==> config.mk <==
export PLATFORM = sky130hd
export DESIGN_NAME = multicycle_control_unit
export DESIGN_NICKNAME = d
export VERILOG_FILES = /design/src/rtl/mcu_pkg.sv /design/src/rtl/alu_decoder.sv /design/src/rtl/multicycle_control_unit.sv
export SDC_FILE = /design/constraint.sdc
export NUM_CORES = 1
export LEC_CHECK = 0
export ABC_AREA = 1
export CAP_MARGIN = 20
export CORE_UTILIZATION = 49
export CTS_CLUSTER_DIAMETER = 100
export CTS_CLUSTER_SIZE = 30
export DETAILED_ROUTE_END_ITERATION = 12
export GPL_TIMING_DRIVEN = 0
export PLACE_DENSITY = 0.77
export SYNTH_ARGS = -nofsm -noshare
export SYNTH_HDL_FRONTEND = slang
export SYNTH_HIERARCHICAL = 1
export SYNTH_SLANG_ARGS = --single-unit
==> constraint.sdc <==
create_clock -name clk -period 3.3 [get_ports clk]
set_clock_uncertainty 0.2 [all_clocks]
set_input_delay 0.99 -clock clk [delete_from_list [all_inputs] [get_ports clk]]
set_output_delay 0.99 -clock clk [all_outputs]
set_load 0.01 [all_outputs]
==> src/rtl/mcu_pkg.sv <==
// Shared definitions for the multicycle MIPS controller and datapath ALU:
// FSM state encoding, opcode/Funct constants and ALUControl codes.
package mcu_pkg;

  typedef enum logic [3:0] {
    StFetch  = 4'd0,
    StDecode = 4'd1,
    StMemAdr = 4'd2,
    StMemRd  = 4'd3,
    StMemWb  = 4'd4,
    StMemWr  = 4'd5,
    StExec   = 4'd6,
    StAluWb  = 4'd7,
    StBranch = 4'd8,
    StAddiEx = 4'd9,
    StAddiWb = 4'd10
  } state_t;

  localparam logic [5:0] OpRtype = 6'b000000;
  localparam logic [5:0] OpLw    = 6'b100011;
  localparam logic [5:0] OpSw    = 6'b101011;
  localparam logic [5:0] OpBeq   = 6'b000100;
  localparam logic [5:0] OpBne   = 6'b000101;
  localparam logic [5:0] OpAddi  = 6'b001000;

  localparam logic [5:0] FunctAdd = 6'b100000;
  localparam logic [5:0] FunctSub = 6'b100010;
  localparam logic [5:0] FunctAnd = 6'b100100;
  localparam logic [5:0] FunctOr  = 6'b100101;
  localparam logic [5:0] FunctNor = 6'b100111;
  localparam logic [5:0] FunctSlt = 6'b101010;

  localparam logic [3:0] AluAnd = 4'b0000;
  localparam logic [3:0] AluOr  = 4'b0001;
  localparam logic [3:0] AluAdd = 4'b0010;
  localparam logic [3:0] AluSub = 4'b0110;
  localparam logic [3:0] AluSlt = 4'b0111;
  localparam logic [3:0] AluNor = 4'b1100;

  // States whose successor is FETCH with a completed instruction.
  function automatic logic is_terminal(state_t s);
    case (s)
      StMemWb, StMemWr, StAluWb, StAddiWb, StBranch: is_terminal = 1'b1;
      default:                                       is_terminal = 1'b0;
    endcase
  endfunction

endpackage

==> src/rtl/alu_decoder.sv <==
// Combinational ALU operation select: fixed ops per state, Funct decode in EXEC.
module alu_decoder
  import mcu_pkg::*;
(
  input  state_t     state_i,
  input  logic [5:0] funct_i,
  output logic [3:0] alu_control_o,
  output logic       funct_illegal_o
);

  always_comb begin
    alu_control_o   = AluAnd;
    funct_illegal_o = 1'b0;
    case (state_i)
      StFetch, StDecode, StMemAdr, StAddiEx: alu_control_o = AluAdd;
      StBranch:                              alu_control_o = AluSub;
      StExec: begin
        case (funct_i)
          FunctAdd: alu_control_o = AluAdd;
          FunctSub: alu_control_o = AluSub;
          FunctAnd: alu_control_o = AluAnd;
          FunctOr:  alu_control_o = AluOr;
          FunctNor: alu_control_o = AluNor;
          FunctSlt: alu_control_o = AluSlt;
          default: begin
            alu_control_o   = AluAdd;
            funct_illegal_o = 1'b1;
          end
        endcase
      end
      default: ;
    endcase
  end

endmodule

==> src/rtl/multicycle_control_unit.sv <==
// Moore controller for the multicycle MIPS datapath with a retired-instruction counter.
// Define CTRL_BNE_EN to decode opcode 000101 as BNE; otherwise it is illegal.
module multicycle_control_unit
  import mcu_pkg::*;
#(
  parameter int unsigned CNT_WIDTH = 32
) (
  input  logic                 clk,
  input  logic                 reset,
  input  logic [5:0]           OP,
  input  logic [5:0]           Funct,
  input  logic                 Zero,
  output logic                 PCWrite,
  output logic                 IorD,
  output logic                 MemWrite,
  output logic                 IRWrite,
  output logic                 RegDst,
  output logic                 MemtoReg,
  output logic                 RegWrite,
  output logic                 PCSrc,
  output logic                 ALUSrcA,
  output logic [1:0]           ALUSrcB,
  output logic [3:0]           ALUControl,
  output logic [3:0]           state_o,
  output logic                 illegal_o,
  output logic [CNT_WIDTH-1:0] retired_o
);

  state_t               state_q, state_d, state_eff;
  logic [CNT_WIDTH-1:0] retired_q;
  logic                 op_illegal, funct_illegal, branch_take;
  logic                 pc_write, mem_write, ir_write, reg_write;

  // Outputs show FETCH values while reset is held, whatever the register holds.
  assign state_eff = reset ? StFetch : state_q;

  always_ff @(posedge clk) begin
    if (reset) begin
      state_q   <= StFetch;
      retired_q <= '0;
    end else begin
      state_q <= state_d;
      if (is_terminal(state_q)) retired_q <= retired_q + CNT_WIDTH'(1);
    end
  end

  always_comb begin
    state_d    = StFetch;
    op_illegal = 1'b0;
    case (state_q)
      StFetch: state_d = StDecode;
      StDecode: begin
        case (OP)
          OpLw, OpSw: state_d = StMemAdr;
          OpRtype:    state_d = StExec;
          OpBeq:      state_d = StBranch;
`ifdef CTRL_BNE_EN
          OpBne:      state_d = StBranch;
`endif
          OpAddi:     state_d = StAddiEx;
          default: begin
            state_d    = StFetch;
            op_illegal = 1'b1;
          end
        endcase
      end
      StMemAdr: state_d = (OP == OpSw) ? StMemWr : StMemRd;
      StMemRd:  state_d = StMemWb;
      StExec:   state_d = StAluWb;
      StAddiEx: state_d = StAddiWb;
      default:  state_d = StFetch;
    endcase
  end

`ifdef CTRL_BNE_EN
  assign branch_take = (OP == OpBne) ? ~Zero : Zero;
`else
  assign branch_take = Zero;
`endif

  always_comb begin
    pc_write  = 1'b0;
    IorD      = 1'b0;
    mem_write = 1'b0;
    ir_write  = 1'b0;
    RegDst    = 1'b0;
    MemtoReg  = 1'b0;
    reg_write = 1'b0;
    PCSrc     = 1'b0;
    ALUSrcA   = 1'b0;
    ALUSrcB   = 2'b00;
    case (state_eff)
      StFetch: begin
        ir_write = 1'b1;
        pc_write = 1'b1;
        ALUSrcB  = 2'b01;
      end
      StDecode: ALUSrcB = 2'b11;
      StMemAdr, StAddiEx: begin
        ALUSrcA = 1'b1;
        ALUSrcB = 2'b10;
      end
      StMemRd: IorD = 1'b1;
      StMemWr: begin
        IorD      = 1'b1;
        mem_write = 1'b1;
      end
      StMemWb: begin
        MemtoReg  = 1'b1;
        reg_write = 1'b1;
      end
      StExec: ALUSrcA = 1'b1;
      StAluWb: begin
        RegDst    = 1'b1;
        reg_write = 1'b1;
      end
      StAddiWb: reg_write = 1'b1;
      StBranch: begin
        ALUSrcA  = 1'b1;
        PCSrc    = 1'b1;
        pc_write = branch_take;
      end
      default: ;
    endcase
  end

  alu_decoder u_alu_decoder (
    .state_i         (state_eff),
    .funct_i         (Funct),
    .alu_control_o   (ALUControl),
    .funct_illegal_o (funct_illegal)
  );

  assign PCWrite   = pc_write & ~reset;
  assign MemWrite  = mem_write & ~reset;
  assign IRWrite   = ir_write & ~reset;
  assign RegWrite  = reg_write & ~reset;
  assign illegal_o = ~reset & (op_illegal | funct_illegal);
  assign state_o   = state_eff;
  assign retired_o = retired_q;

endmodule

======== Yosys cells after proc, flatten, opt, wreduce, memory -nomap -nowiden ========
Cells that the tools add are included.
W data, S select, Z words.
word-level totals
  output and inout bits ................... 52
  word-level logic and storage cells ...... 74
  flip-flop bits (word level) ............. 36
operators by class
  multiplexer cells ....................... 22
  bitwise gates (word level) .............. 7
  add/subtract/negate cells ............... 1
  reduce and logical (&&, ||, !) cells .... 12
  equal/unequal tests ..................... 30
operators with widths
  operator                 number
  $eq A6 B6 Y1 const B     8
  $add A32 B1 Y32 const B  1
  $eq A4 B3 Y1 const B     8
  $eq A4 B4 Y1 const B     6
  $pmux W4 S6              1
  $pmux W4 S5              1
  $eq A4 B2 Y1 const B     4
  $pmux W4 S4              1
  $mux W1                  14
  $pmux W4 S3              1
  $reduce_or A5 Y1         2
  $eq A4 B1 Y1 const B     2
  $logic_not A4 Y1         2
  $reduce_or A4 Y1         2
  $eq A6 B3 Y1 const B     1
  $eq A6 B4 Y1 const B     1
  $logic_not A6 Y1         1
  $pmux W2 S3              1
  $reduce_or A2 Y1         3
  $reduce_or A6 Y1         1
  $and A1 B1 Y1            5
  $mux W4                  1
  $mux W3                  1
  $reduce_or A3 Y1         1
  other kinds (3)          3

======== Depth between registers and ports, before layout ========
  depth in word-level cells ............... 6
  mapped depth ............................ 12

======== By module ========
Netlist, hierarchy kept.
modules (own cells, without submodules)
  module                   area an instance (um^2)  sequential area each (um^2)  cells an instance  times used
  multicycle_control_unit  2397.3                   720.7                        386                1
  alu_decoder              193.9                    0.0                          37                 1

======== Worst setup path after synthesis ========
OpenSTA, ideal clock, no wires.
  path type ............................... input to output
  from .................................... input reset
  to ...................................... output illegal_o
  path buffers ............................ 2
  setup slack ............................. -0.095 ns
  stages on the path ...................... 10
  data arrival time ....................... 2.205 ns
  cell sequence ........................... buf_4 -> clkbuf_1 -> nor2_1 -> inv_1 -> nand2_1 -> nor3_4 -> nand4_1 -> nor2_1 -> nand2_1 -> nand2_1
on the way
  cells in the longest elaborated chain, start to end .. 5
  elaborated cells on any way between the ends .. 6
  those cells by class .................... 1 x eq/ne; 2 x mux; 3 x bitwise
RTL lines
  item                     RTL line                        RTL
  start, declared          multicycle_control_unit.sv:9    input logic reset,
  $mux W4                  multicycle_control_unit.sv:35   assign state_eff = reset ? StFetch : state_q;
  named net state_o[3]     multicycle_control_unit.sv:24   output logic [3:0] state_o,
  $eq A4 B3 Y1             alu_decoder.sv:14               case (state_i)
  $mux W1                  alu_decoder.sv:14
  named net funct_illegal  multicycle_control_unit.sv:31   logic op_illegal, funct_illegal, branch_take;
  $or A1 B1 Y1             multicycle_control_unit.sv:138  assign illegal_o = ~reset & (op_illegal | funct_illegal);
  $and A1 B1 Y1            multicycle_control_unit.sv:138
  end, declared            multicycle_control_unit.sv:25   output logic illegal_o,
The timed path passes the listed nets, and every way through them passes these cells.

======== Worst setup path in the final report ========
  from .................................... input OP[4]
  to ...................................... output illegal_o
on the way
  cells in the longest elaborated chain, start to end .. 6
  elaborated cells on any way between the ends .. 10
  those cells by class .................... 4 x eq/ne; 2 x mux; 2 x bitwise; 2 x reduce/logical
RTL lines
  item                                   RTL line                        RTL
  start, declared                        multicycle_control_unit.sv:10   input logic [5:0] OP,
  $eq A6 B6 Y1 (tied with other cells)   multicycle_control_unit.sv:53   case (OP)
  $reduce_or A5 Y1 (no source line) (*)  --
  $mux W1 (*)                            multicycle_control_unit.sv:53
  $mux W1 (*)                            multicycle_control_unit.sv:50   case (state_q)
  $or A1 B1 Y1 (*)                       multicycle_control_unit.sv:138
  $and A1 B1 Y1 (*)                      multicycle_control_unit.sv:138
Mark *: on every way between the ends. The rest lies on a longest branch, timed or not.

==> impl_metrics.env <==
export IMPL_core_sq_um=5107
export IMPL_critPathArrivalTime_ns=2.14
export IMPL_pin_count=67
export IMPL_synth_cell_type_count=37
export IMPL_met1_usage_pct=31.89
export IMPL_synth_seq_cells=36
export IMPL_min_path_cells=2
export IMPL_area_growth_syn_to_layout_pct=37.23
export IMPL_synth_cells=423
export IMPL_first_iter_violations=197
export IMPL_cp_depth=10
export IMPL_cp_cell_sequence="clkdlybuf4s50_1 -> inv_1 -> nand2_1 -> nor2_2 -> nand3_2 -> nand2_1 -> inv_1 -> nand3_1 -> nand2_2 -> buf_6"
export IMPL_post_dp_cell_area_sq_um=3344
export IMPL_slew_headroom_pct=67.45
export IMPL_p_comb_share_pct=11.5
export IMPL_min_period_ns=3.334
export IMPL_drv_cap=0
export IMPL_power_total_uw=878.0
export IMPL_r2r_cells=8
export IMPL_insertion_delay_ns=0.29
export IMPL_layout_drive_gt1_share_pct=17.59
export IMPL_via_per_inst=5.101
export IMPL_status="finished, violations left"
export IMPL_swShare_pct=25.72
export IMPL_num_antenna_cells=0
export IMPL_drc_errors=0
export IMPL_clkPwrFrac_pct=38.4
export IMPL_cts_tree="yes"
export IMPL_p_sw_uw=225.8
export IMPL_netlist_area_sq_um=2591
export IMPL_layout_common_cells="nand2_1, nor2_1, inv_1"
export IMPL_worst_path_dominant_cell_family="buffers and inverters"
export IMPL_min_path_type="flip-flop to flip-flop"
export IMPL_grt_remaining_overflow=0
export IMPL_grt_usage_pct=25.18
export IMPL_postRouteAntennaNets=0
export IMPL_setup_tns_final_ns=-0.03363
export IMPL_final_area_sq_um=3556
export IMPL_grt_antenna_before_repair=0
export IMPL_clock_sinks=36
export IMPL_seqPwrFrac_pct=50.1
export IMPL_grt_pass1_vias=2432
export IMPL_cp_start_kind="input pin"
export IMPL_cp_end_kind="output port"
export IMPL_start_util_pct=50.73
export IMPL_cpPeakStageDelay_ns=0.43
export IMPL_worstMarginPinSlew_ns=0.4882
export IMPL_clk_pin_slew_ns=0.08
export IMPL_met3_usage_pct=3.882
export IMPL_hpwlAfterDp_um=5287
export IMPL_final_nets=521
export IMPL_syn_nets=439
export IMPL_grt_pass1_wl_um=10830
export IMPL_setup_ws_ns=-0.03363
export IMPL_p_int_uw=652.1
export IMPL_violations="setup timing"
export IMPL_hold_violations=0
export IMPL_fillers=484
export IMPL_htreeDepth=2
export IMPL_critPathBufInv=4
export IMPL_period_share_pct=101.0
export IMPL_dieWidth_um=74.72
export IMPL_dr_total_vias=2938
export IMPL_required_ns=2.11
export IMPL_critPathMaxFanout=3
export IMPL_drv_slew=0
export IMPL_numPortBuffers=65
export IMPL_ctsLongestPathBuffers=2
export IMPL_num_rows=26
export IMPL_slowest_stage="clkdlybuf4s50_1"
export IMPL_cts_root_buf="clkbuf_8"
export IMPL_grt_max_degree=12
export IMPL_finalSetupViolCount=1
export IMPL_rsz0062_at_grt="true"
export IMPL_cts_inserted_buffers=5
export IMPL_final_common_cell="nand2_1"
export IMPL_ys_warn_count=6
export IMPL_grt_busiest_layer="met2"
export IMPL_path_class="input pin to output port"
export IMPL_grt_use_met2_pct=43.84
export IMPL_place_congestion=1.047
export IMPL_die_area_sq_um=5583
export IMPL_syn_avg_cell_area_sq_um=6.126
export IMPL_routedWlPerCell_um=12.28
export IMPL_p_per_area_nw_per_um2=246.9
export IMPL_yosysSeqAreaShare_pct=27.81
export IMPL_fmax_mhz=300.0
export IMPL_drt_total_wl_um=7076
export IMPL_post_place_ws_ns=-0.6534
export IMPL_power_leakage_uw=0.001550
export IMPL_die_height_um=74.72
export IMPL_ir_drop_mv=0.2071
export IMPL_drt_pass1_iterations=5
## synth_stat cells, drive strengths merged
master   number  area [sq um]
buf           5         58.80
dfxtp        36         720.7
clkbuf        3         11.26
inv          67         251.5
nand2       110         462.9
o22ai         1         6.260
nor3b         1         7.510
a31oi         2         12.51
nand4         5         31.28
xor2          4         35.03
o21bai        3         26.27
ha            1         12.51
o2111ai       1         8.760
o21ai        13         65.06
a21oi        19         98.85
nand3        37         205.2
and3          1         6.260
o21a          1         7.510
nor2         97         451.7
nor3         12         81.33
nand3b        3         22.52
a21o          1         7.510
## cell families (layout without fill, tap and decap cells)
group	Yosys count	count (layout)	synth area share [%]
AOI/OAI and AO/OA	41	41	8.981
xor gates and xnor gates	4	4	1.352
adders and majority gates	1	1	0.4828
buffers and inverters	75	158	12.41
DFF	36	36	27.81
and+or+nand+nor	266	266	48.96
## power by group through the flow
stage               Clock, uW  Sequential, uW  Combinational [uW]
finish                    337             440                 101
global route              357             440                 109
CTS                       339             439                90.6
detailed placement          0             449                88.9
global placement            0             449                87.0
floorplan                   0             448                48.4
## routing by layer
layer  up-vias  part of all wire [%]
met1      1354                    44
met5         -                     0
met4         0                   1.2
met3         8                   5.4
li1       1487                     -
met2        89                    49
## final timing paths
path,startpoint,end,slack (ns)
setup / recovery,OP[4],illegal_o,-0.03
hold / removal,retired_o[8],retired_o[8],0.32
setup reg to reg,retired_o[0],retired_o[22],1.39
hold reg to reg,retired_o[8],retired_o[8],0.32
## sequential cells by signal, summed over array words and instances (netlist names)
name / flops
retired_o: 32
state_q: 4
## tightest hold or removal path, stage by stage (launching register included)
cell,delay (ns)
dfxtp_1,0.35
inv_1,0.08
a21oi_2,0.04
## final cells by class
type	instances	area [sq um]	share of cell area, %
Sequential cell	36	720.7	20.27
Buffer	8	100.1	2.815
Multi-Input combinational cell	312	1592	44.76
Clock inverter	1	7.507	0.2111
Timing Repair Buffer	75	703.2	19.77
Inverter	67	259.0	7.284
Clock buffer	7	86.33	2.428
Tap cell	70	87.58	2.463
## through the flow
stage / std cells / util [%] / hold slack [ns]
after floorplan: 423 / - / 0.3108
after global placement: 558 / 65.48 / 0.2934
after detailed placement: 558 / 65.48 / 0.3035
after CTS: 571 / 68.15 / 0.3230
after global routing: 576 / 69.62 / 0.3469
final: 576 / 69.62 / 0.3160
## timing repair
item / in CTS / in global routing
hold endpoints to repair: 0 / 0
buffers inserted: 5 / 5
pin swaps: 7 / 9
gates resized for setup: 43 / 23
gates cloned: 0 / 0
hold buffers: 0 / 0
setup endpoints to repair: 16 / 13
No activity file was read; power rests on OpenSTA's default activity.
